### src/rtl/vga_sync_gen.sv
// 640x480@60 VGA raster generator driven from the 50 MHz board clock.
// A toggle divider gives the 25 MHz pixel enable; every output is registered from the next counter values.
module vga_sync_gen #(
  parameter int H_VISIBLE = 640,
  parameter int H_FRONT   = 16,
  parameter int H_SYNC    = 96,
  parameter int H_BACK    = 48,
  parameter int V_VISIBLE = 480,
  parameter int V_FRONT   = 10,
  parameter int V_SYNC    = 2,
  parameter int V_BACK    = 33
) (
  input  logic       clock_50,
  input  logic       reset_n,
  output logic [9:0] pix_x,
  output logic [9:0] pix_y,
  output logic       video_on,
  output logic       hsync,
  output logic       vsync,
  output logic       pixel_tick,
  output logic       frame_start
);

  localparam logic [10:0] H_TOTAL  = 11'(H_VISIBLE + H_FRONT + H_SYNC + H_BACK);
  localparam logic [10:0] V_TOTAL  = 11'(V_VISIBLE + V_FRONT + V_SYNC + V_BACK);
  localparam logic [9:0]  H_LAST   = 10'(H_TOTAL - 11'd1);
  localparam logic [9:0]  V_LAST   = 10'(V_TOTAL - 11'd1);
  localparam logic [9:0]  H_VIS    = 10'(H_VISIBLE);
  localparam logic [9:0]  V_VIS    = 10'(V_VISIBLE);
  localparam logic [9:0]  HS_FIRST = 10'(H_VISIBLE + H_FRONT);
  localparam logic [9:0]  HS_LAST  = 10'(H_VISIBLE + H_FRONT + H_SYNC - 1);
  localparam logic [9:0]  VS_FIRST = 10'(V_VISIBLE + V_FRONT);
  localparam logic [9:0]  VS_LAST  = 10'(V_VISIBLE + V_FRONT + V_SYNC - 1);

  logic       tick;
  logic [9:0] h_next;
  logic [9:0] v_next;

  assign pixel_tick = tick;

  // Next raster position: holds on the idle half of the divider, advances when tick is high
  always_comb begin
    h_next = pix_x;
    v_next = pix_y;
    if (tick) begin
      if (pix_x == H_LAST) begin
        h_next = '0;
        v_next = (pix_y == V_LAST) ? '0 : pix_y + 10'd1;
      end else begin
        h_next = pix_x + 10'd1;
      end
    end
  end

  // Decodes use the next values so syncs and video_on switch on the same edge as pix_x/pix_y
  always_ff @(posedge clock_50 or negedge reset_n) begin
    if (!reset_n) begin
      tick        <= 1'b0;
      pix_x       <= H_LAST;
      pix_y       <= V_LAST;
      hsync       <= 1'b1;
      vsync       <= 1'b1;
      video_on    <= 1'b0;
      frame_start <= 1'b0;
    end else begin
      tick        <= ~tick;
      pix_x       <= h_next;
      pix_y       <= v_next;
      hsync       <= !((h_next >= HS_FIRST) && (h_next <= HS_LAST));
      vsync       <= !((v_next >= VS_FIRST) && (v_next <= VS_LAST));
      video_on    <= (h_next < H_VIS) && (v_next < V_VIS);
      frame_start <= tick && (h_next == 10'd0) && (v_next == 10'd0);
    end
  end

endmodule

### config.mk
export PLATFORM = sky130hd
export DESIGN_NAME = vga_sync_gen
export DESIGN_NICKNAME = d
export VERILOG_FILES = /design/src/rtl/vga_sync_gen.sv
export SDC_FILE = /design/constraint.sdc
export NUM_CORES = 1
export LEC_CHECK = 0
export ABC_AREA = 1
export CORE_MARGIN = 5
export CORE_UTILIZATION = 55
export CTS_BUF_LIST = sky130_fd_sc_hd__clkbuf_2
export CTS_CLUSTER_SIZE = 16
export DETAILED_ROUTE_END_ITERATION = 7
export GPL_ROUTABILITY_DRIVEN = 0
export GPL_TIMING_DRIVEN = 0
export HOLD_SLACK_MARGIN = 0.12
export PLACE_DENSITY_LB_ADDON = 0.3
export SLEW_MARGIN = 5
export SYNTH_ARGS = -nofsm -noshare
export SYNTH_HDL_FRONTEND = slang
export SYNTH_SLANG_ARGS = --single-unit
### constraint.sdc
create_clock -name clock_50 -period 4.3 [get_ports clock_50]
set_input_delay 0.43 -clock clock_50 [delete_from_list [all_inputs] [get_ports clock_50]]
set_output_delay 0.43 -clock clock_50 [all_outputs]
set_load 0.01 [all_outputs]
Word-level counts from Yosys, hierarchy flattened
Cells that the tools add are included.
{ "op_classes": {"addsub": 2, "n_lt_le_gt_ge": 6, "eq_ne": 2, "mux": 5, "bitwise_logic": 1, "n_reduce_logical": 9} }
{ "ops": {"columns": ["operator", "count"], "rows": [
  ["$mux W10", 5],
  ["$add A10 B1 Y10 const B", 2],
  ["$eq A10 B10 Y1 const B", 2],
  ["$logic_not A10 Y1", 2],
  ["$ge A10 B10 Y1 const B", 1],
  ["$ge A10 B9 Y1 const B", 1],
  ["$le A10 B10 Y1 const B", 1],
  ["$le A10 B9 Y1 const B", 1],
  ["$lt A10 B10 Y1 const B", 1],
  ["$lt A10 B9 Y1 const B", 1],
  ["$logic_and A1 B1 Y1", 5],
  ["$logic_not A1 Y1", 2],
  ["$not A1 Y1", 1]
]} }
{ "word_totals": {"register_bits": 25, "in_bits": 2, "elab_cells": 32} }

Longest topological paths before layout
Gate-level depths: netlist of run 1.
{ "logic_depth": {"depth_word": 7, "mapped_depth": 13, "ltp_nobuf": 13} }

Worst setup path before layout of run 1
Ideal clock, no wire load.
{ "synth_path": {"kind": "register to register", "startpoint": "reg pix_x[0]", "endpoint": "reg frame_start", "setup_ns": 0.071, "arrival_time_ns": 1.682, "required_time_ns": 4.229, "path_slack_ns": 2.546, "stages_incl_launch_ff": 13, "path_buffers": 1, "path_cell_list": "dfstp_2 ha_1 inv_1 nor2_1 nand3_2 nor2_4 buf_6 nand3_2 nand3_1 nand2_1 nor2_1 nand3_1 nor2_1"} }
{ "synth_between": {"elab_chain_cells": 6, "word_cells_on_any_way": 10, "classes_between": "add/sub: 1; eq/ne: 1; mux: 4; reduce/logical: 4"} }
{ "synth_lines": {"columns": ["element", "line_no", "rtl"], "rows": [
  ["from (decl)", "15", "output logic [9:0] pix_x,"],
  ["from (signal assigned)", "67", "pix_x <= h_next;"],
  ["$add A10 B1 Y10 / $eq A10 B10 Y1 (equally long branches)", "50, 46", null],
  ["$mux W10", "46", "if (pix_x == H_LAST) begin"],
  ["$mux W10", "45", "if (tick) begin"],
  ["$logic_not A10 Y1", "72", "frame_start <= tick && (h_next == 10'd0) && (v_next == 10'd0);"],
  ["$logic_and A1 B1 Y1", "72", null],
  ["$logic_and A1 B1 Y1 (*)", "72", null],
  ["to (signal assigned)", "72", null],
  ["to (decl)", "21", "output logic frame_start"]
]} }
Mark *: on every way between the ends. The rest lies on a longest branch, timed or not.

Worst setup path after layout of run 1
Same ends and word-level chain as after synthesis.

==> metrics.txt, run 1 <==
Mapped Nets=224; Finished Cell Area=1960 um^2; Leak=0.930 nW; number of global-route vias before repair=1448; Synth area leader=dfrtp_1; Final #Nets=255; pre-CTS setup slack=2.33 ns; Initial Util=0.583; I/O pin count=27; drt pass-1 iters=4; period utilisation layout=0.471; Area contributors post-synth=dfrtp_1 (20%), dfstp_2 (19%), nand2_1 (12%), inv_1 (8.5%), nand3_1 (7.6%); Min-Delay Path Class=flip-flop to flip-flop; Global Route met1 Usage=0.268; H-tree levels=1; setup bufs post-CTS=0; outcome=completed; gr ovfl total=0; Syn-to-layout area delta=19.5%; clk_lat worst skew=0.35 ns; vias=1519; fin. max-slew vios=0; routed wire length=3730 um; CTS Buf Count=3; setup violators final=0; Post-Syn Area=1640 um^2; Avg WL per Cell=13.3 um; Crit. End Element=flip-flop; critical path startpoint category=flip-flop; Req. time, crit path=4.61 ns; Worst Max-Slew Pin Slew=1.12 ns; # Max-Cap Violations=0; Util after Layout=0.697; placed cell count=276; Core Region=2810 um^2; # fillers=238; Pwr Density=174 nW/um^2; maximum vdd ir drop=169 uV; number of antenna diodes=0; DRT antenna net count=0; clock skew=0.0133 ns; Tot Pwr=0.340 mW; Iter 0 DRT Violations=156; RSZ-0062 raised after global routing=false; initial antenna violation count=0; met2 Usage GRT=0.293; number of placement rows=19; Final min period=2.02 ns; Root Driver=clkbuf_2; hpwl dp=2780 um; synth warn=0; die footprint=4170 um^2; Max Clk Rate=494 MHz; distinct cell type count after synthesis=30; largest net degree at the start of global routing=26; critical setup path kind=flip-flop to flip-flop; Non-Filler Instances=280; CTS max path bufs=2; CTS resizes=0; slew margin rel.=0.250; met3 GRT Util=0.0432; first-pass GRT wire length=6470 um; share of cells above drive strength 1=0.185; Synth Area per Inst=7.47 um^2; Clk pin slew, worst setup/hold paths=0.25 ns; Die W=64.6 um; area fraction of the dominant cell type after synthesis=0.199; DRC errors left=0; global route hottest layer=met2; CTS tree=built; Seq/Total Area, Yosys=0.391; fin worst setup slack=2.28 ns; Syn Inst Count=219; Hold Vio Cnt, Final=0; overall routing resource usage=0.192; worst-path maximum fanout=10; CTS Sinks=25; number of I/O port buffers=26; CP arrival=2.34 ns; most common cell after layout, fill and taps aside=nand2_1; number of vias per cell=5.43; post-place instance area=1940 um^2; setup_tns=0 ns; most frequent cells in the layout=nand2_1 (52), inv_1 (37), clkdlybuf4s50_1 (26); Hold Buf Count CTS=0; worst hold slack=0.536 ns; Yosys reg bits=25; die height=64.6 um
## power by group
part / internal (mW) / total, mW / switching (mW) / leakage (nW)
combinational: 0.000798 / 0.00523 / 0.00443 / 0.616
clock: 0.0245 / 0.0984 / 0.0738 / 0.0166
sequential: 0.236 / 0.236 / 0 / 0.297
total: 0.262 / 0.340 / 0.0782 / 0.930
## cell families after synthesis
kind of cell | count (synthesis) | synth area share
XOR/XNOR | 3 | 0.0161
adder cells (fa/ha/maj) | 3 | 0.0229
flip-flops | 25 | 0.391
buffers and inverters | 46 | 0.112
AO/OA/AOI/OAI | 14 | 0.0581
AND/OR/NAND/NOR | 128 | 0.399
## critical path, stage by stage (launching register included)
cell and delay (ns):
dfstp_2 0.62, ha_1 0.19, inv_1 0.05, nor2_1 0.11, nand3_2 0.10, nor2_4 0.15, buf_6 0.16, nand3_2 0.10
nand3_1 0.15, nand2_1 0.07, nor2_1 0.11, nand3_1 0.09, nor2_1 0.10
## cell usage after synthesis
library cell and instances:
a21oi_1 1, a21oi_2 2, a31oi_1 1, and2_1 1
buf_2 3, buf_6 1, dfrtp_1 13, dfstp_2 12
ha_1 3, inv_1 37, inv_2 5, nand2_1 52
nand2_2 2, nand3_1 25, nand3_2 5, nand3_4 1
nand4_1 9, nand4_2 1, nor2_1 22, nor2_2 1
nor2_4 3, nor2_8 1, nor3_1 3, nor3_2 2
o21a_1 1, o21ai_1 5, o21ai_2 3, o31ai_1 1
xnor2_1 1, xor2_1 2
## layout make-up
class                      instances  area [um^2]  area share
timing repair buffer              26          260       0.133
tap                               31         38.8      0.0198
sequential                        25          641       0.328
buffer                             4         26.3      0.0134
multi-input combinational        148          812       0.415
inverter                          42          158      0.0806
clock buffer                       4         20.0      0.0102
## state kept, by name, summed over array words and instances (netlist names)
name	cells
pix_x	10
vsync	1
frame_start	1
pix_y	10
pixel_tick	1
hsync	1
video_on	1
## final timing paths
path	startpoint	endpoint	slack, ns	depth (start not counted)
min reg2reg	pix_x[1]$_DFF_PN1_	pix_x[1]$_DFF_PN1_	0.54	2
max	pix_x[0]$_DFF_PN1_	frame_start$_DFF_PN0_	2.28	12
max reg2reg	pix_x[0]$_DFF_PN1_	frame_start$_DFF_PN0_	2.28	12
max in group asynchronous	reset_n	pix_y[5]$_DFF_PN0_	3.00	1
min in group asynchronous	reset_n	pix_y[6]$_DFF_PN0_	0.64	1
min	pix_x[1]$_DFF_PN1_	pix_x[1]$_DFF_PN1_	0.54	2
## routing by layer
| metal | share of wire | vias to the layer above | wire length, um |
|---|---|---|---|
| met3 | 0.067 | 6 | 250 |
| met4 | 0.0086 | 0 | 32 |
| li1 | - | 752 | - |
| met1 | 0.47 | 708 | 1740 |
| met2 | 0.46 | 53 | 1710 |
| met5 | 0 | - | 0 |
(Power assumes the default switching activity.)
==> inputs of run 2 (changes only) <==
- clock period: 4.3 -> 2 ns (I/O delays scaled with it)
==> run 2 against run 1 <==
Non-clock buffer count grew 4. Combinational power grew 120%. Sequential share of layout area shrank 0.95 points. Design area grew 3.2%. Global-route usage grew 0.25 points. Critical endpoint is now vsync$_DFF_PN1_. Largest cell class unchanged. Largest power group unchanged.
==> metrics.txt, run 2 (synthesized netlist as in run 1, its figures left out) <==
Iter 0 DRT Violations=129 (-17%); internal power=0.563 mW (+110%); Req. time, crit path=2.31 ns (-2.30 ns); Leak=0.948 nW (+2.0%); CTS tree=built; # fillers=217 (-8.8%); Core Region=2810 um^2 (unchanged); fin worst setup slack=0.0479 ns (-2.23 ns); Max Clk Rate=512 MHz (+3.7%); first-pass GRT wire length=6540 um (+1.2%); Final min period=1.95 ns (-0.0716 ns); Syn-to-layout area delta=23.3%; Worst Max-Slew Pin Slew=1.13 ns (+0.0133 ns); CTS max path bufs=2 (unchanged); largest net degree at the start of global routing=26 (unchanged); Sw Pwr=0.166 mW (+110%); critical path's top delay family=simple AND/OR/NAND/NOR gates; most frequent cells in the layout=nand2_1 (52), inv_1 (37), clkdlybuf4s50_1 (26); vias=1530 (+0.72%); routed wire length=3870 um (+3.9%); DRT antenna net count=0 (unchanged); Met2 Wirelength=1730 um (+1.5%); Tot Pwr=0.728 mW (+110%); Die W=64.6 um (unchanged); CTS Buf Count=3 (unchanged); Clk pin slew, worst setup/hold paths=0.24 ns (about the same); worst-path maximum fanout=5 (-5); die height=64.6 um (unchanged); drt pass-1 iters=5 (+1); worst stage delay on the critical path=0.62 ns (about the same); sequential fraction of design power=0.698 (+0.003); CP max stage cell=dfstp_2; Non-Filler Instances=284 (+1.4%); RSZ-0062 raised after global routing=true; Hold Vio Cnt, Final=0 (unchanged); initial antenna violation count=0 (unchanged); clk_lat worst skew=0.34 ns (about the same); Top Metal Used=met4; Pwr Density=361 nW/um^2 (+110%); critical setup path kind=flip-flop to flip-flop; share of cells above drive strength 1=0.217 (+0.0327); wire length on met3=250 um (unchanged); wl on met1=1860 um (+7.0%); worst hold slack=0.414 ns (-0.122 ns); top flop regs=pix_x (10), pix_y (10); Initial Util=0.583 (unchanged); Hold Buf Count CTS=0 (unchanged); maximum vdd ir drop=355 uV (+110%); fin. max-slew vios=0 (unchanged); CTS Sinks=25 (unchanged); Min-Delay Path Class=input port to asynchronous set/reset pin; Worst path most repeated cell=nand2_1; Final #Nets=259 (+1.6%); most common cell after layout, fill and taps aside=nand2_1; worst path bufs/invs=3 (+1); share of total power in the clock network=0.287 (-0.002); CP arrival=2.26 ns (-0.08 ns); number of antenna diodes=0 (unchanged); outcome=completed; number of I/O port buffers=26 (unchanged); # Max-Cap Violations=0 (unchanged); hpwl dp=2780 um (unchanged); period utilisation layout=0.976 (+0.505); setup violators final=0 (unchanged); Root Driver=clkbuf_2; H-tree levels=1 (unchanged); die footprint=4170 um^2 (unchanged); clock skew=0.00207 ns (-0.0112 ns); critical path startpoint category=flip-flop; overall routing resource usage=0.194 (+0.00249); worst-path cell chain=ha_4 > inv_1 > nor2_2 > nand3_2 > nor2_4 > buf_4 > nand3_1 > nand2_1 > nand2_1 > inv_1 > nand3_2 > nor3_1 > nand2_1; pre-CTS setup slack=0.0328 ns (-2.30 ns); Sw Ratio=0.227 (-0.00286); placed cell count=276 (unchanged); number of global-route vias before repair=1454 (+0.41%); slew margin rel.=0.241 (-0.00890); number of placement rows=19 (unchanged); power share of the combinational group=0.016 (about the same); DRC errors left=0 (unchanged); gr ovfl total=0 (unchanged); number of vias per cell=5.39 (-0.69%); Crit. End Element=flip-flop; I/O pin count=27 (unchanged); Avg WL per Cell=13.6 um (+2.4%)
run 2: changes by cell type in the layout (fill, tap and decap cells not counted):
cell | previous run | this run
buf_4 | 0 | 3
nand3_1 | 25 | 23
nand3_2 | 5 | 7
buf_2 | 3 | 4
dfrtp_1 | 13 | 12
dfrtp_2 | 0 | 1
ha_1 | 3 | 2
ha_4 | 0 | 1
nand4_2 | 1 | 0
nand4_4 | 0 | 1
nor2_1 | 22 | 21
nor2_2 | 1 | 2
run 2: metal layers:
metal / GRT usage / vias up
met2: 0.293 / 54
met4: 0.0660 / 0
met5: 0 / -
met1: 0.275 / 714
li1: - / 758
met3: 0.0432 / 4
run 2: power by group through the flow:
stage	Clock (mW)	Combinational, mW	Sequential (mW)
finish	0.209	0.0114	0.508
global route	0.240	0.0135	0.509
CTS	0.217	0.0121	0.508
detailed placement	0	0.0120	0.515
global placement	0	0.0119	0.515
floorplan	0	0.000000521	0.515
run 2: worst paths after layout:
check,slack [ns],depth (start not counted),to,from
worst max-delay path,0.05,13,vsync$_DFF_PN1_,pix_x[0]$_DFF_PN1_
worst min-delay path,0.41,1,pix_x[7]$_DFF_PN0_,reset_n
worst max register to register,0.05,13,vsync$_DFF_PN1_,pix_x[0]$_DFF_PN1_
worst min register to register,0.54,2,pix_x[9]$_DFF_PN1_,pix_x[9]$_DFF_PN1_
max in group asynchronous,0.84,1,pix_y[0]$_DFF_PN0_,reset_n
min in group clock_50,0.54,2,pix_x[9]$_DFF_PN1_,pix_x[9]$_DFF_PN1_
run 2: stage by stage:
stage	setup TNS (ns)	instance area (um^2)	util
2_1_floorplan	0	1640	-
3_5_place_dp	0	1940	0.690
4_1_cts	0	1980	0.706
6_report	0	2020	0.719
5_1_grt	-0.142	2020	0.719
3_3_place_gp	0	1940	0.690
run 2: what timing repair did:
| item | in CTS | in global routing |
|---|---|---|
| endpoints found under the setup margin | 1 | 3 |
| pin swaps | 0 | 7 |
| resized for setup | 2 | 5 |
| setup buffers | 2 | 1 |
| gates cloned | 0 | 1 |
run 2: area by class of cell:
cell class              instances  area [um^2]  area share
multi-input cells             148          846       0.419
flip-flops and latches         25          642       0.318
repair buffers                 30          288       0.143
inverters                      42          158      0.0781
well taps                      31         38.8      0.0192
plain buffers                   4         26.3      0.0130
clock buffers                   4         20.0     0.00992
==> inputs of run 3 (changes only) <==
- REMOVE_ABC_BUFFERS: unset -> 1
==> run 3 against run 2 <==
Count of clock-buffer cells in the layout is the same. Final cell count down 1.1%. Non-clock buffer count is 3 lower. Fmax up 1.1%. Global-route usage fell by 0.15 points. First-iteration DRC count grew 60%. Largest power group unchanged. Critical endpoint is now frame_start$_DFF_PN0_. Combinational power hardly changed. Worst setup slack better by 0.022 ns. Critical path depth is 1 lower.
==> metrics.txt, run 3 (synthesized netlist as in run 1, its figures left out) <==
Hold Buf Count CTS=0 (unchanged); number of global-route vias before repair=1400 (-3.7%); CTS max path bufs=2 (unchanged); CTS Sinks=25 (unchanged); Initial Util=0.583 (unchanged); outcome=completed; Syn-to-layout area delta=25.4%; Hold Vio Cnt, Final=0 (unchanged); clock skew=0.00221 ns (+0.000142 ns); CTS Buf Count=3 (unchanged); Multi-input gate area=880 um^2 (+4.0%); Root Driver=clkbuf_2; worst-path maximum fanout=13 (+8); number of I/O port buffers=26 (unchanged); gr ovfl total=0 (unchanged); setup violators final=0 (unchanged); Finished Cell Area=2050 um^2 (+1.7%); first-pass GRT wire length=6350 um (-3.0%); share of cells above drive strength 1=0.252 (+0.0346); largest net degree at the start of global routing=26 (unchanged); Core Region=2810 um^2 (unchanged); drt pass-1 iters=5 (unchanged); Final min period=1.93 ns (-0.0219 ns); Pwr Density=351 nW/um^2 (-2.6%); hpwl dp=2740 um (-1.6%); Iter 0 DRT Violations=206 (+60%); clk_lat worst skew=0.34 ns (about the same); worst-path cell chain=ha_4 > inv_1 > nor2_2 > nand3_2 > nor2_4 > buf_12 > nand3_2 > nand3_2 > nand2_1 > nor2_1 > nand3_1 > nor2_1; Max Clk Rate=518 MHz (+1.1%); CTS tree=built; H-tree levels=1 (unchanged); Clk pin slew, worst setup/hold paths=0.23 ns (about the same); fin. max-slew vios=0 (unchanged); overall routing resource usage=0.193 (-0.00155); RSZ-0062 raised after global routing=true; Worst Max-Slew Pin Slew=1.11 ns (-0.0240 ns); initial antenna violation count=0 (unchanged); # fillers=227 (+4.6%); Final #Nets=256 (-1.2%); CP max stage cell=dfstp_2; most frequent cells in the layout=nand2_1 (47), inv_1 (36), clkdlybuf4s50_1 (26); Worst path most repeated cell=nand3_2; DRT antenna net count=0 (unchanged); # Max-Cap Violations=0 (unchanged); post-place instance area=1910 um^2 (-1.4%); number of antenna diodes=0 (unchanged); top flop regs=pix_x (10), pix_y (10); Avg WL per Cell=13.8 um (+0.99%); critical path startpoint category=flip-flop; slew margin rel.=0.257 (+0.0160); Crit. End Element=flip-flop; register area=646 um^2 (+0.58%); number of placement rows=19 (unchanged); I/O pin count=27 (unchanged); Req. time, crit path=2.29 ns (-0.02 ns); most common cell after layout, fill and taps aside=nand2_1; number of vias per cell=5.41 (+0.34%); Min-Delay Path Class=input port to asynchronous set/reset pin; maximum vdd ir drop=363 uV (+2.1%); die height=64.6 um (unchanged); Leak=0.937 nW (-1.2%); Die W=64.6 um (unchanged); die footprint=4170 um^2 (unchanged); vias=1519 (-0.72%); routed wire length=3870 um (about the same); period utilisation layout=0.965 (-0.0110); critical setup path kind=flip-flop to flip-flop; Tot Pwr=0.721 mW (-0.95%); worst stage delay on the critical path=0.61 ns (about the same); DRC errors left=0 (unchanged); CP arrival=2.22 ns (-0.04 ns)
[run 3: cell types whose count changed in the layout (fill, tap and decap cells not counted), sizes merged]
cell	change
buf	-3
[run 3: path summary, 6_finish.rpt]
check,from,end,slack (ns),cells past startpoint
max,pix_x[1]$_DFF_PN1_,frame_start$_DFF_PN0_,0.07,12
min,reset_n,pix_x[5]$_DFF_PN0_,0.42,1
max reg2reg,pix_x[1]$_DFF_PN1_,frame_start$_DFF_PN0_,0.07,12
min reg2reg,pix_x[9]$_DFF_PN1_,pix_x[9]$_DFF_PN1_,0.54,2
max in group asynchronous,reset_n,pixel_tick$_DFF_PN0_,0.81,1
min in group clock_50,pix_x[9]$_DFF_PN1_,pix_x[9]$_DFF_PN1_,0.54,2
[run 3: power breakdown]
group	switching (mW)	leakage [nW]	internal, mW
combinational	0.00944	0.624	0.00171
clock	0.149	0.0166	0.0528
sequential	0	0.296	0.508
[run 3: stage by stage]
stage	utilization	worst slack [ns]	hold WS, ns	instances	TNS, ns
global placement	0.681	-0.191	0.502	272	-0.348
global route	0.731	-0.0683	0.483	281	-0.133
CTS	0.705	0.00457	0.431	279	0
floorplan	-	0.132	-0.0956	215	0
finish	0.731	0.0698	0.415	281	0
detailed placement	0.681	-0.230	0.514	272	-0.459
[run 3: what timing repair did]
item,4_1_cts,5_1_grt
buffers inserted,3,2
pin swaps,1,10
setup endpoints to repair,4,3
gates resized for setup,3,17
[run 3: final cells by class]
class / count / area share
multi-input cells: 148 / 0.429
flip-flops and latches: 25 / 0.315
repair buffers: 31 / 0.151
inverters: 42 / 0.0768
well taps: 31 / 0.0189
clock buffers: 4 / 0.00976
[run 3: critical path: cells and delay by family (launching register included)]
kind                       cells  cell delay (ns)
buffers and inverters          2             0.19
DFF                            1             0.61
adders and majority gates      1             0.16
and+or+nand+nor                9             0.92
[run 3: per-layer routing]
metal,share of wire,global-route usage,up-vias
met5,0,0,-
met4,0.0085,0.0554,0
met3,0.041,0.0311,5
met2,0.46,0.287,45
met1,0.49,0.288,708
li1,-,-,761
